`src/rtl/cpu_pkg.sv`:
```
// Shared fetch-stage types and constants.
package cpu_pkg;

  typedef enum logic {
    StIdle = 1'b0,
    StRun  = 1'b1
  } fetch_state_e;

  localparam int unsigned DefaultStep = 4;

endpackage

```
`src/rtl/tick_gen.sv`:
```
// Free-running divider: tick is high in every cycle where the count equals DIV-1.
module tick_gen #(
  parameter int unsigned DIV = 1
) (
  input  logic clk,
  input  logic rst,
  output logic tick
);

  localparam int unsigned CntW   = (DIV > 1) ? $clog2(DIV) : 1;
  localparam logic [CntW-1:0] CntMax = CntW'(DIV - 1);

  logic [CntW-1:0] count_q, count_d;
  logic            tick_q;

  // Wrap the count at DIV-1.
  always_comb begin
    count_d = (count_q == CntMax) ? '0 : count_q + CntW'(1);
  end

  // tick is registered against the value the count is about to take, so it tracks count_q.
  always_ff @(posedge clk) begin
    if (!rst) begin
      count_q <= '0;
      tick_q  <= 1'b0;
    end else begin
      count_q <= count_d;
      tick_q  <= (count_d == CntMax);
    end
  end

  assign tick = tick_q;

endmodule

```
`src/rtl/pc_fetch.sv`:
```
// Fetch stage: PC sequencing with jump/branch redirects, a one-entry pending redirect
// and a one-cycle synchronous-read fetch tag.
module pc_fetch
  import cpu_pkg::*;
#(
  parameter int unsigned       ADDR_W   = 32,
  parameter logic [ADDR_W-1:0] RESET_PC = '0,
  parameter int unsigned       STEP     = DefaultStep,
  parameter int unsigned       DIV      = 1
) (
  input  logic              clk,
  input  logic              rst,
  input  logic              stall,
  input  logic              branch,
  input  logic [ADDR_W-1:0] branch_target,
  input  logic              jump,
  input  logic [ADDR_W-1:0] jump_target,
  output logic [ADDR_W-1:0] pc,
  output logic              inst_en,
  output logic              tick,
  output logic              fetch_valid,
  output logic [ADDR_W-1:0] fetch_pc
);

  fetch_state_e      state_q;
  logic [ADDR_W-1:0] pc_q, pc_d;
  logic              pend_valid_q, pend_valid_d;
  logic [ADDR_W-1:0] pend_tgt_q, pend_tgt_d;
  logic              fetch_valid_q;
  logic [ADDR_W-1:0] fetch_pc_q;
  logic              redirect;

  tick_gen #(
    .DIV (DIV)
  ) u_tick_gen (
    .clk  (clk),
    .rst  (rst),
    .tick (tick)
  );

  // Read enable has to honour stall in the same cycle, so it is decoded from state_q.
  assign inst_en  = (state_q == StRun) && tick && !stall;
  assign redirect = jump || branch || pend_valid_q;

  // Next PC and pending-redirect bookkeeping.
  always_comb begin
    pc_d         = pc_q;
    pend_valid_d = pend_valid_q;
    pend_tgt_d   = pend_tgt_q;
    if (inst_en) begin
      if (jump)              pc_d = jump_target;
      else if (branch)       pc_d = branch_target;
      else if (pend_valid_q) pc_d = pend_tgt_q;
      else                   pc_d = pc_q + ADDR_W'(STEP);
      // Consumed, or superseded by a live request.
      pend_valid_d = 1'b0;
    end else if (jump || branch) begin
      pend_valid_d = 1'b1;
      pend_tgt_d   = jump ? jump_target : branch_target;
    end
  end

  // FSM, PC, pending entry and fetch tag.
  always_ff @(posedge clk) begin
    if (!rst) begin
      state_q       <= StIdle;
      pc_q          <= RESET_PC;
      pend_valid_q  <= 1'b0;
      pend_tgt_q    <= '0;
      fetch_valid_q <= 1'b0;
      fetch_pc_q    <= RESET_PC;
    end else begin
      case (state_q)
        StIdle:  state_q <= StRun;
        default: state_q <= StRun;
      endcase
      pc_q         <= pc_d;
      pend_valid_q <= pend_valid_d;
      pend_tgt_q   <= pend_tgt_d;
      // Squash the fall-through word fetched alongside a redirect.
      fetch_valid_q <= inst_en && !redirect;
      if (inst_en) fetch_pc_q <= pc_q;
    end
  end

  assign pc          = pc_q;
  assign fetch_valid = fetch_valid_q;
  assign fetch_pc    = fetch_pc_q;

endmodule

```
`config.mk`:
```
export PLATFORM = sky130hd
export DESIGN_NAME = pc_fetch
export DESIGN_NICKNAME = d
export VERILOG_FILES = /design/src/rtl/cpu_pkg.sv /design/src/rtl/tick_gen.sv /design/src/rtl/pc_fetch.sv
export SDC_FILE = /design/constraint.sdc
export NUM_CORES = 1
export LEC_CHECK = 0
export CORE_MARGIN = 2
export CORE_UTILIZATION = 49
export DETAILED_ROUTE_END_ITERATION = 8
export GPL_TIMING_DRIVEN = 0
export PLACE_DENSITY = 0.88
export SYNTH_ARGS = -nofsm -noshare
export SYNTH_HDL_FRONTEND = slang
export SYNTH_SLANG_ARGS = --single-unit
```
`constraint.sdc`:
```
create_clock -name clk -period 3.02 [get_ports clk]
set_clock_uncertainty 0.1 [all_clocks]
set_input_delay 0.453 -clock clk [delete_from_list [all_inputs] [get_ports clk]]
set_output_delay 0.453 -clock clk [all_outputs]
set_load 0.02 [all_outputs]
```
==> out/metrics.cfg <==
[critical_path]
required_ns=3.24
crit_path_start_kind=input port
endpoint_kind=flip-flop
crit_type=in -> reg
max_stage_delay_ns=0.54
critPathBufInv=4
critical_path.top_delay_family=buffers and inverters
crit_fanout=10
cpMostUsedCell=clkbuf_1
cp_slowest_cell=clkbuf_1
path_cells=clkdlybuf4s50_1, clkbuf_1, clkbuf_1, clkbuf_1, a21oi_1, o21ai_0, nand3_1, a21oi_1
crit_cells=8
crit_arrival_ns=3.17
reg2regPathDepth=5

[route]
remaining_drc_errors=0
wl_per_cell_um=20.6
antenna_left=0
viasPerCell=6.35
drt_iter0_drc=659
dr.pass1.iters=6
finalWirelength_um=19900
num_vias=6148

[timing]
fin_crit_ns=2.96
slew_headroom=0.424
fin_hold_ws_ns=0.357
worst_pin_slew_ns=0.863
hold_violations=0
rsz0062_at_grt=no
slew_violations=0
clock.fmax_mhz=338
finalSetupViolations=0
final.setup.worst_slack_ns=0.0644
finalCritPeriodShare=0.979

[yosys]
synth_edf_count=0
synthFlopType=dfxtp_1
ys_seq_area_frac=0.383
syn-cell-area_um2=5230
synth-seq-cells=100
ys_types=53
synth_nets=752
synthArstFlopShare=0
avgSynthCellArea_um2=7.67
yosys_warnings=0
netlist_instances=682

[cts]
htreeDepth=3
clkSinkCount=100
clock_latency_ns=0.39
clockBufferDepth=2
cts_tree=yes
cts_root_buf=clkbuf_8
cts_inserted_buffers=9
clk_pin_slew_ns=0.11
postCtsHoldBufs=0

[placement]
io_buffers=134
pre_cts_ws_ns=-0.242
placedCellCount=952
gp_congestion=1.00
place_area_um2=6740
place_hpwl_um=14800

[global_route]
antenna_found_initial=0
grt_start_max_net_pins=19
grt_pass1_vias=5691
track_usage=0.341
overflow=0
grt_pass1_wl_um=30400

[floorplanning]
core_area_um2=10300
dieArea_um2=11500
pin_count=136
die_h_um=107
rows=37
die_w_um=107
initial_core_util=0.507

[hold_path]
min_path_cells=2
hp-class=reg -> reg

[run]
drv_cap=0

[run_status]
status=finished clean

[final_layout]
final_nets=897
layout.cells.non_filler=968
n_antenna_cell=0
layout-drive-gt1-share=0.0349
syn2layout_area_growth_pct=32.4
utilization=0.671
postLayoutCellArea_um2=6930

[pwr]
leakage_nw=2.37
irDropWorstVdd_mv=0.235
power-per-cell-area_nw_per_um2=412

==> registers in the layout, summed over array words and instances, names as in the netlist <==
name,count
pend_valid_q,1
fetch_pc,32
pend_tgt_q,32
state_q,1
fetch_valid,1
u_tick_gen.tick,1
pc,32
==> kinds of logic (layout without fill, tap and decap cells) <==
logic type	Yosys count	count (layout)	synth area share
simple gates	269	269	0.254
compound gates	208	208	0.247
flops	100	100	0.383
buf+inv	71	221	0.0517
mux	26	26	0.0497
xor+xnor	7	7	0.0117
fa+ha+maj	1	1	0.00239
==> path summary, 6_finish.rpt <==
path / start / to / slack, ns
worst max register to register: pc[3]$_SDFFE_PN0P_ / pc[14]$_SDFFE_PN0P_ / 0.46
worst min-delay path: fetch_pc[27]$_SDFFE_PN0P_ / fetch_pc[27]$_SDFFE_PN0P_ / 0.36
worst max-delay path: branch / pc[1]$_SDFFE_PN0P_ / 0.06
worst min register to register: fetch_pc[27]$_SDFFE_PN0P_ / fetch_pc[27]$_SDFFE_PN0P_ / 0.36
==> stage by stage <==
stage | setup TNS [ns] | power [mW]
2_1_floorplan | 0 | 1.73
3_3_place_gp | -1.62 | 1.99
3_5_place_dp | -2.65 | 2.00
4_1_cts | 0 | 2.81
5_1_grt | 0 | 2.93
6_report | 0 | 2.86
==> area by class of cell <==
type                    count  area, µm²
fillers                   907       3390
well taps                 136        170
multi-input cells         511       2960
clock buffers               9        124
repair buffers            134       1340
clock inverters             7       58.8
inverters                   5       18.8
flip-flops and latches    100       2000
plain buffers              66        254
==> routing by layer <==
layer | part of all wire | track usage
met3 | 0.12 | 0.0648
met5 | 0 | 0
met2 | 0.46 | 0.554
met4 | 0.033 | 0.149
met1 | 0.39 | 0.441
==> repair_timing <==
| item | in CTS | in global routing |
|---|---|---|
| gates resized for setup | 2 | 0 |
| setup buffers | 0 | 0 |
| setup endpoints to repair | 1 | 0 |
| hold endpoints to repair | 0 | 0 |
==> worst register-to-register path, cell delays in order, from the launching register on <==
cell     delay [ns]
dfxtp_1        0.51
ha_1           0.26
nand3_1        0.30
nor3_1         0.75
a21oi_1        0.18
o311a_1        0.36
==> cells in the final DEF, fill, tap and decap left out, types with 4 or more instances in the layout <==
cell type,instances
xnor2_1,5
nand3_1,19
and3_1,6
nor3b_1,4
nor2b_1,11
clkbuf_1,52
nand4_1,10
nor4_1,7
a221oi_1,9
buf_1,9
and3b_1,9
nand3b_1,12
o21ai_0,33
clkdlybuf4s50_1,134
a2111oi_0,4
o211ai_1,5
nand2_1,101
clkbuf_8,9
or4_1,4
inv_1,5
nand2b_1,7
a21oi_1,90
a31oi_1,7
nor2_1,47
a211oi_1,28
nor3_1,20
a311oi_1,9
mux2i_1,26
dfxtp_1,100
==> synthesized netlist by cell type (4+ instances only) <==
library cell | number | area, µm²
a2111oi_0 | 4 | 35.0
a211oi_1 | 28 | 210
a21oi_1 | 90 | 450
a221oi_1 | 9 | 78.8
a311oi_1 | 9 | 78.8
a31oi_1 | 7 | 43.8
and3_1 | 6 | 37.5
and3b_1 | 9 | 78.8
buf_1 | 10 | 37.5
clkbuf_1 | 53 | 199
dfxtp_1 | 100 | 2000
inv_1 | 5 | 18.8
mux2i_1 | 26 | 260
nand2_1 | 101 | 379
nand2b_1 | 7 | 43.8
nand3_1 | 19 | 95.1
nand3b_1 | 12 | 90.1
nand4_1 | 10 | 62.6
nor2_1 | 47 | 176
nor2b_1 | 11 | 68.8
nor3_1 | 20 | 100
nor3b_1 | 4 | 30.0
nor4_1 | 7 | 43.8
o211ai_1 | 5 | 37.5
o21ai_0 | 33 | 165
or4_1 | 4 | 30.0
xnor2_1 | 5 | 43.8
==> power breakdown <==
| part | switching [mW] | internal [mW] |
|---|---|---|
| Combinational | 0.325 | 0.234 |
| Sequential | 0.0544 | 1.38 |
| Clock | 0.548 | 0.314 |
Power figures use the tool's default switching activity.
